**src/rtl/load_store_unit.sv**
```systemverilog
// rtl/load_store_unit.sv - single-outstanding load/store unit driving a word-wide memory port
// Define LSU_MISALIGN_TRAP_EN to report misaligned half/word accesses as errors instead of aligning them.
`ifndef MEM_SIZE
`define MEM_SIZE 1024
`endif

module load_store_unit #(
  parameter int SIZE = `MEM_SIZE
) (
  input  logic        clk,
  input  logic        rst,
  input  logic        req_valid_i,
  output logic        req_ready_o,
  input  logic        req_we_i,
  input  logic [31:0] req_addr_i,
  input  logic [1:0]  req_size_i,
  input  logic        req_unsigned_i,
  input  logic [31:0] req_wdata_i,
  output logic        rsp_valid_o,
  input  logic        rsp_ready_i,
  output logic [31:0] rsp_rdata_o,
  output logic        rsp_err_o,
  output logic [31:0] mem_addr_o,
  output logic        mem_rstrb_o,
  input  logic [31:0] mem_rdata_i,
  output logic [3:0]  mem_wmask_o,
  output logic [31:0] mem_wdata_o
);

  localparam logic [31:0] SIZE_W = 32'(SIZE);

  typedef enum logic [1:0] {IDLE, ISSUE, RD_DATA, RESP} state_t;
  state_t state_q, state_d;

  logic        we_q, we_d;
  logic [1:0]  lane_q, lane_d;
  logic [1:0]  size_q, size_d;
  logic        uns_q, uns_d;
  logic [31:0] rdata_q, rdata_d;
  logic        err_q, err_d;
  logic [31:0] maddr_q, maddr_d;
  logic        rstrb_q, rstrb_d;
  logic [3:0]  wmask_q, wmask_d;
  logic [31:0] mwdata_q, mwdata_d;

  logic [31:0] eff_addr;
  logic        align_err;
  logic        req_err;
  logic        accept;
  logic [3:0]  wmask_req;
  logic [31:0] shifted;
  logic [31:0] extended;

`ifdef LSU_MISALIGN_TRAP_EN
  assign eff_addr  = req_addr_i;
  assign align_err = ((req_size_i == 2'b01) && req_addr_i[0]) ||
                     ((req_size_i == 2'b10) && (req_addr_i[1:0] != 2'b00));
`else
  // Unaligned low bits are simply dropped so the access stays within one word.
  assign eff_addr  = {req_addr_i[31:2],
                      req_addr_i[1] & (req_size_i != 2'b10),
                      req_addr_i[0] & (req_size_i == 2'b00)};
  assign align_err = 1'b0;
`endif

  assign req_err     = (req_size_i == 2'b11) || (req_addr_i >= SIZE_W) || align_err;
  assign req_ready_o = (state_q == IDLE) && rst;
  assign accept      = req_valid_i && req_ready_o;

  always_comb begin
    wmask_req = 4'b1111;
    case (req_size_i)
      2'b00:   wmask_req = 4'b0001 << eff_addr[1:0];
      2'b01:   wmask_req = 4'b0011 << eff_addr[1:0];
      default: wmask_req = 4'b1111;
    endcase
  end

  assign shifted = mem_rdata_i >> {lane_q, 3'b000};

  always_comb begin
    extended = shifted;
    case (size_q)
      2'b00:   extended = {{24{~uns_q & shifted[7]}}, shifted[7:0]};
      2'b01:   extended = {{16{~uns_q & shifted[15]}}, shifted[15:0]};
      default: extended = shifted;
    endcase
  end

  always_comb begin
    state_d  = state_q;
    we_d     = we_q;
    lane_d   = lane_q;
    size_d   = size_q;
    uns_d    = uns_q;
    rdata_d  = rdata_q;
    err_d    = err_q;
    maddr_d  = maddr_q;
    mwdata_d = mwdata_q;
    // Strobe and mask default low so they only survive the single ISSUE cycle.
    rstrb_d  = 1'b0;
    wmask_d  = 4'b0000;
    unique case (state_q)
      IDLE: begin
        if (accept) begin
          we_d    = req_we_i;
          lane_d  = eff_addr[1:0];
          size_d  = req_size_i;
          uns_d   = req_unsigned_i;
          rdata_d = 32'd0;
          err_d   = req_err;
          if (req_err) begin
            state_d = RESP;
          end else begin
            state_d  = ISSUE;
            maddr_d  = {eff_addr[31:2], 2'b00};
            rstrb_d  = ~req_we_i;
            wmask_d  = req_we_i ? wmask_req : 4'b0000;
            mwdata_d = req_wdata_i << {eff_addr[1:0], 3'b000};
          end
        end
      end
      ISSUE: begin
        state_d = we_q ? RESP : RD_DATA;
      end
      RD_DATA: begin
        rdata_d = extended;
        state_d = RESP;
      end
      RESP: begin
        if (rsp_ready_i) state_d = IDLE;
      end
      default: state_d = IDLE;
    endcase
  end

  always_ff @(posedge clk) begin
    if (!rst) begin
      state_q  <= IDLE;
      we_q     <= 1'b0;
      lane_q   <= 2'b00;
      size_q   <= 2'b00;
      uns_q    <= 1'b0;
      rdata_q  <= 32'd0;
      err_q    <= 1'b0;
      maddr_q  <= 32'd0;
      rstrb_q  <= 1'b0;
      wmask_q  <= 4'b0000;
      mwdata_q <= 32'd0;
    end else begin
      state_q  <= state_d;
      we_q     <= we_d;
      lane_q   <= lane_d;
      size_q   <= size_d;
      uns_q    <= uns_d;
      rdata_q  <= rdata_d;
      err_q    <= err_d;
      maddr_q  <= maddr_d;
      rstrb_q  <= rstrb_d;
      wmask_q  <= wmask_d;
      mwdata_q <= mwdata_d;
    end
  end

  assign rsp_valid_o = (state_q == RESP);
  assign rsp_rdata_o = rdata_q;
  assign rsp_err_o   = err_q;
  assign mem_addr_o  = maddr_q;
  assign mem_rstrb_o = rstrb_q;
  assign mem_wmask_o = wmask_q;
  assign mem_wdata_o = mwdata_q;

endmodule
```
**config.mk**
```make
export PLATFORM = sky130hd
export DESIGN_NAME = load_store_unit
export DESIGN_NICKNAME = d
export VERILOG_FILES = /design/src/rtl/load_store_unit.sv
export SDC_FILE = /design/constraint.sdc
export NUM_CORES = 1
export LEC_CHECK = 0
export ABC_AREA = 1
export CAP_MARGIN = 20
export CORE_ASPECT_RATIO = 2
export CORE_MARGIN = 3
export CORE_UTILIZATION = 30
export CTS_BUF_LIST = sky130_fd_sc_hd__clkbuf_16
export CTS_CLUSTER_DIAMETER = 200
export DETAILED_ROUTE_END_ITERATION = 7
export SKIP_CTS_REPAIR_TIMING = 1
export SLEW_MARGIN = 20
export SYNTH_ARGS = -nofsm -noshare
export SYNTH_HDL_FRONTEND = slang
export SYNTH_SLANG_ARGS = --single-unit
```
**constraint.sdc**
```tcl
create_clock -name clk -period 1.5 [get_ports clk]
set_input_delay 0.15 -clock clk [delete_from_list [all_inputs] [get_ports clk]]
set_output_delay 0.15 -clock clk [all_outputs]
set_load 0.03 [all_outputs]
```
==> out/summary.txt, run 1 <==
Via density: 4.65
register area share after synthesis: 40.2%
Buffers on Ports: 205
CP Data Required Time: 1750 ps
diodes inserted: 0
die height: 195 microns
fin nets: 1164
Cell Area, Synth: 5380 sq um
final setup vio count: 23
final design utilization: 51.6%
via count: 5908
Primary FF master, synth: dfxtp_1
Final Hold Viols: 0
worst hold path startpoint: req_unsigned_i
Synth Register Bits: 108
critical path arrival: 1800 ps
Clock Skews: 8.84 ps
DRT iter0 DRCs: 134
yosys synthesis warning count: 0
area leader, netlist: dfxtp_1
DRT Pass-1 Iters: 4
DP Wirelength: 14800 microns
DIE AREA: 19700 sq um
hold_ws: 393 ps
leading post-synthesis cells by cell area: dfxtp_1, nand2_1, nor2_1, a21oi_1, nand3_1
pwr dens: 1020 nW/um^2
clk root buf: clkbuf_16
drt total wl: 20100 microns
CTS tree: built
leakage: 5.48 nW
f_max: 0.644 GHz
Residual DRC: 0
Routed WL per cell: 15.8 microns
initial antenna violation count: 0
Synth cell types: 32
failing checks: negative setup slack
Bufs on Longest Clock Path: 2
worst r2r src: state_q[1]
worst skew pair latency: 350 ps
status: complete, but fails checks
Avg Cell Area, Syn: 6.72 sq um
GRT Overall Usage: 19.0%
CORE AREA: 17400 sq um
GRT overflow: 0
crit share post-route: 103%
Multi-input gate area: 2830 sq um
Setup TNS: -441 ps
RSZ-0062 raised after global routing: yes
Worst Hold Endpoint: uns_q
share of post-route cells with drive strength above 1: 16.5%
startpoint types: flop
final critical-path required period: 1550 ps
Post-DRT Antenna Nets: 0
Die Wd: 101 microns
Cells after Synth: 800
Final WS setup: -52.1 ps
Clock Sink Count: 108
Sequential Power Share: 34.8%
max-cap viol count: 0
async set-reset flop share out of synthesis: 0%
Crit. End Element: flop
initial core utilization: 30.8%
worst vdd ir: 553 uV
maximum number of pins on one net before global-route repair: 52
# IOs: 208
Clock Pin Slew Worst Setup and Hold Paths: 80 ps
reg2reg path depth: 11
vias in the first global route: 5568
CP max FO: 9
site row count: 68
worst hold path type: in2reg
Comb power frac: 40.1%
critical path class: reg2reg
r2r setup slk: -50 ps
hold depth: 3
RR Endpoint: mem_addr_o[3]
global-route wire length before repair: 28900 microns
Post-synth EDFFs: 0
Clock power frac: 25.1%
Sw Share: 36.4%
total number of H-tree levels: 3
fillers: 1712
Slew Limit Fails: 0
net switching power: 0.00336 W
gpl congestion: 0.921
Area Growth Syn to Fin: 67.5%
CTS Buf Count: 9
FF/Latch Area: 2170 sq um
Yosys top cell area share: 40.2%
internal power: 0.00585 W
-- flip-flops by register name (all words and copies together), names as in the netlist --
register,flops
we_q,1
uns_q,1
rsp_rdata_o,32
rsp_err_o,1
mem_wdata_o,32
size_q,2
mem_addr_o,30
mem_rstrb_o,1
mem_wmask_o,4
state_q,2
lane_q,2
-- cells in the mapped netlist, drive strengths merged, types with 2 or more instances --
master  instances
a21oi          70
buf            38
clkbuf         13
clkinv          2
dfxtp         108
ha              5
inv            53
nand2         296
nand3          53
nor2          108
o211ai         19
o21ai          32
-- stage by stage --
| step | area, sq um | total power (W) | setup WS (ps) | std cells |
|---|---|---|---|---|
| 2_1_floorplan | 5420 | 0.00526 | 15.1 | 801 |
| 3_3_place_gp | 8070 | 0.00664 | -322 | 1235 |
| 3_5_place_dp | 8070 | 0.00667 | -351 | 1235 |
| 4_1_cts | 8350 | 0.00900 | -104 | 1251 |
| 5_1_grt | 9010 | 0.00974 | -144 | 1270 |
| 6_report | 9010 | 0.00921 | -52.1 | 1270 |
-- area by class of cell --
cell class / count / area share, %
inverters: 55 / 2.65
clock buffers: 9 / 2.50
well taps: 210 / 2.92
repair buffers: 293 / 35.9
multi-input cells: 588 / 31.4
flip-flops and latches: 108 / 24.0
clock inverters: 7 / 0.625
-- critical path, cell delays in order (launching register included) --
cell and delay [ps]:
dfxtp_2 330, inv_2 70, ha_4 150, nand2_4 50, clkinv_4 60, nand2_8 80, inv_8 80, nand4_4 90
buf_12 170, clkbuf_16 160, o21ai_0 150, nor2_1 50
-- metal layers --
| metal | vias up | global-route usage [%] | part of all wire (%) | wire, microns |
|---|---|---|---|---|
| met3 | 38 | 3.32 | 4.9 | 983 |
| li1 | 3025 | - | - | - |
| met5 | - | 0 | 0 | 0 |
| met1 | 2672 | 18.9 | 33 | 6620 |
| met4 | 0 | 6.80 | 3.5 | 704 |
| met2 | 173 | 37.3 | 59 | 11800 |
-- kinds of logic (layout without fill, tap and decap cells) --
group | after synthesis | count (layout) | share of synthesized area [%]
AOI/OAI and AO/OA | 121 | 121 | 12.4
adders and majority gates | 5 | 5 | 1.16
buffers and inverters | 106 | 364 | 9.98
DFF | 108 | 108 | 40.2
other | 1 | 2 | 0.0697
and+or+nand+nor | 459 | 460 | 36.2
-- worst max-delay path by stage --
stage | startpoint | endpoint | slack [ps] | cells past startpoint
6_report | state_q[1] | mem_addr_o[3] | -50 | 11
3_5_place_dp | req_size_i[1] | mem_wmask_o[2] | -350 | 9
5_1_grt | state_q[1] | mem_wdata_o[17] | -140 | 12
3_3_place_gp | req_size_i[1] | mem_wdata_o[11] | -320 | 9
4_1_cts | mem_wdata_o[23] | mem_wdata_o[23] | -100 | 1
2_1_floorplan | state_q[1] | mem_addr_o[2] | 20 | 10
-- cells in the final DEF, fill, tap and decap left out, types with 4 or more instances in the layout --
master           netlist  layout
nand2_2                2      13
clkdlybuf4s50_1        0     103
buf_6                  8       7
buf_4                  8      68
nor2_2                 1       5
inv_2                  4       4
inv_1                 47      45
nor2_4                 4       5
nand2_1              291     278
dfxtp_1              108     105
buf_12                 0      13
o211ai_1              19      19
nor2_1               102      98
o21ai_0               26      23
a21oi_2                1      11
dlymetal6s2s_1         0      96
nand3_1               47      47
o21ai_1                6       7
a21oi_1               68      58
clkbuf_16              0      15
-- power groups by stage --
stage / Clock [W] / Sequential [W] / Combinational, W
6_report: 0.00231 / 0.00320 / 0.00370
5_1_grt: 0.00251 / 0.00323 / 0.00400
4_1_cts: 0.00239 / 0.00321 / 0.00340
3_5_place_dp: 0 / 0.00328 / 0.00339
3_3_place_gp: 0 / 0.00327 / 0.00337
2_1_floorplan: 0 / 0.00360 / 0.00166
Power figures use the tool's default switching activity.
==> run 2: changes to the inputs <==
--- a/config.mk
+++ b/config.mk
@@ -13,6 +13,7 @@
 export CTS_BUF_LIST = sky130_fd_sc_hd__clkbuf_16
 export CTS_CLUSTER_DIAMETER = 200
 export DETAILED_ROUTE_END_ITERATION = 7
+export HOLD_SLACK_MARGIN = 0.02
 export SKIP_CTS_REPAIR_TIMING = 1
 export SLEW_MARGIN = 20
 export SYNTH_ARGS = -nofsm -noshare
==> constraint.sdc (replaced) <==
create_clock -name clk -period 1.2 [get_ports clk]
set_input_delay 0.12 -clock clk [delete_from_list [all_inputs] [get_ports clk]]
set_output_delay 0.12 -clock clk [all_outputs]
set_load 0.03 [all_outputs]
==> run 2 against run 1 <==
  * The run still ends with negative setup slack left
  * Critical path depth grew 1
  * Highest routed layer unchanged
  * Largest power group unchanged
  * Core utilization is 3.1 points higher
  * Count of clock-buffer cells in the layout unchanged
  * Largest cell class unchanged
  * Critical endpoint is now mem_addr_o[30]
==> out/summary.txt, run 2 (synthesis gave the netlist of run 1 again) <==
GRT overflow: 0 (unchanged)
Multi-input gate area: 2860 sq um (was 2830 sq um)
clk root buf: clkbuf_16 (unchanged)
DIE AREA: 19700 sq um (unchanged)
total number of H-tree levels: 3 (unchanged)
Clock Pin Slew Worst Setup and Hold Paths: 70 ps (was 80 ps)
startpoint types: flop (unchanged)
CP max FO: 5 (was 9)
drt total wl: 20800 microns (was 20100 microns)
final setup vio count: 110 (was 23)
Non-Filler Instances: 1296 (was 1270)
max-cap viol count: 0 (unchanged)
maximum number of pins on one net before global-route repair: 60 (was 52)
Post-DRT Antenna Nets: 0 (unchanged)
DRT iter0 DRCs: 193 (was 134)
post-placement setup slack: -532 ps (was -351 ps)
Crit. End Element: flop (unchanged)
critical path arrival: 1770 ps (was 1800 ps)
vias in the first global route: 5613 (was 5568)
DRT Pass-1 Iters: 4 (unchanged)
diodes inserted: 0 (unchanged)
worst hold path type: in2reg (unchanged)
die height: 195 microns (unchanged)
hold depth: 3 (unchanged)
f_max: 0.653 GHz (was 0.644 GHz)
Bufs on Longest Clock Path: 2 (unchanged)
worst vdd ir: 792 uV (was 553 uV)
CP Data Required Time: 1440 ps (was 1750 ps)
Buffers on Ports: 205 (unchanged)
critical path class: reg2reg (unchanged)
worst skew pair latency: 360 ps (was 350 ps)
initial antenna violation count: 0 (unchanged)
status: complete, but fails checks (unchanged)
share of post-route cells with drive strength above 1: 21.9% (was 16.5%)
Clock Sink Count: 108 (unchanged)
Final WS setup: -331 ps (was -52.1 ps)
GRT Overall Usage: 19.2% (was 19.0%)
hold_ws: 314 ps (was 393 ps)
global-route wire length before repair: 29300 microns (was 28900 microns)
CORE AREA: 17400 sq um (unchanged)
Die Wd: 101 microns (unchanged)
Area Growth Syn to Fin: 77.6% (was 67.5%)
CTS tree: built (unchanged)
leakage: 5.00 nW (was 5.48 nW)
via count: 5993 (was 5908)
final critical-path required period: 1530 ps (was 1550 ps)
failing checks: negative setup slack (unchanged)
CTS Buf Count: 9 (unchanged)
Final Hold Viols: 0 (unchanged)
gpl congestion: 0.923 (was 0.921)
placed insts: 1257 (was 1235)
DP Wirelength: 14800 microns (about the same)
Residual DRC: 0 (unchanged)
Slew Limit Fails: 0 (unchanged)
initial core utilization: 30.8% (unchanged)
FF/Latch Area: 2160 sq um (was 2170 sq um)
RSZ-0062 raised after global routing: yes (unchanged)
commonest cells after routing, fill and taps aside: nand2_1, dfxtp_1, clkdlybuf4s50_1 (unchanged)
# IOs: 208 (unchanged)
fillers: 1598 (was 1712)
Clock Skews: 4.78 ps (was 8.84 ps)
crit share post-route: 128% (was 103%)
site row count: 68 (unchanged)
commonest non-fill, non-tap cell in the layout: nand2_1 (unchanged)
fin nets: 1190 (was 1164)
pwr dens: 1290 nW/um^2 (was 1020 nW/um^2)
Via density: 4.62 (was 4.65)
Routed WL per cell: 16.0 microns (was 15.8 microns)
total power: 0.0123 W (was 0.00921 W)
reg2reg path depth: 12 (was 11)
run 2: cell type report:
type	count	area share (%)
inverters	55	2.50
clock inverters	7	0.537
clock buffers	9	2.36
well taps	210	2.75
repair buffers	317	39.3
flip-flops and latches	108	22.7
multi-input cells	590	29.9
run 2: worst paths after layout:
kind | startpoint | to | slack [ps]
hold / removal | req_unsigned_i | uns_q | 310
setup reg to reg | state_q[0] | mem_addr_o[30] | -330
setup / recovery | state_q[0] | mem_addr_o[30] | -330
hold reg to reg | mem_addr_o[29] | mem_addr_o[29] | 440
run 2: per-layer routing:
layer	track usage [%]	wire length (microns)	vias to the layer above
li1	-	-	3085
met1	19.8	7260	2679
met2	36.0	11500	178
met3	3.22	944	51
met4	9.70	1040	0
met5	0	0	-
run 2: per-stage QoR:
stage | instance area, sq um | setup TNS (ps) | utilization [%]
after floorplan | 5440 | -23190 | -
after global placement | 8720 | -44620 | 50.0
after detailed placement | 8720 | -45530 | 50.0
after CTS | 9000 | -44250 | 51.6
after global routing | 9560 | -39050 | 54.8
final | 9560 | -28580 | 54.8
run 2: power breakdown:
group	switching (W)	total [W]	internal, W
combinational	0.00281	0.00534	0.00253
clock	0.00146	0.00288	0.00142
sequential	0.000236	0.00410	0.00386
run 2: worst max-delay path: stages, from the launching register on:
cell and delay (ps):
dfxtp_2 330, inv_2 70, ha_4 150, nand2_4 50, clkinv_4 60, nand2_8 70
inv_8 80, nand4_4 110, buf_4 170, buf_12 130, buf_12 120, nand2_1 50
nor2_1 30
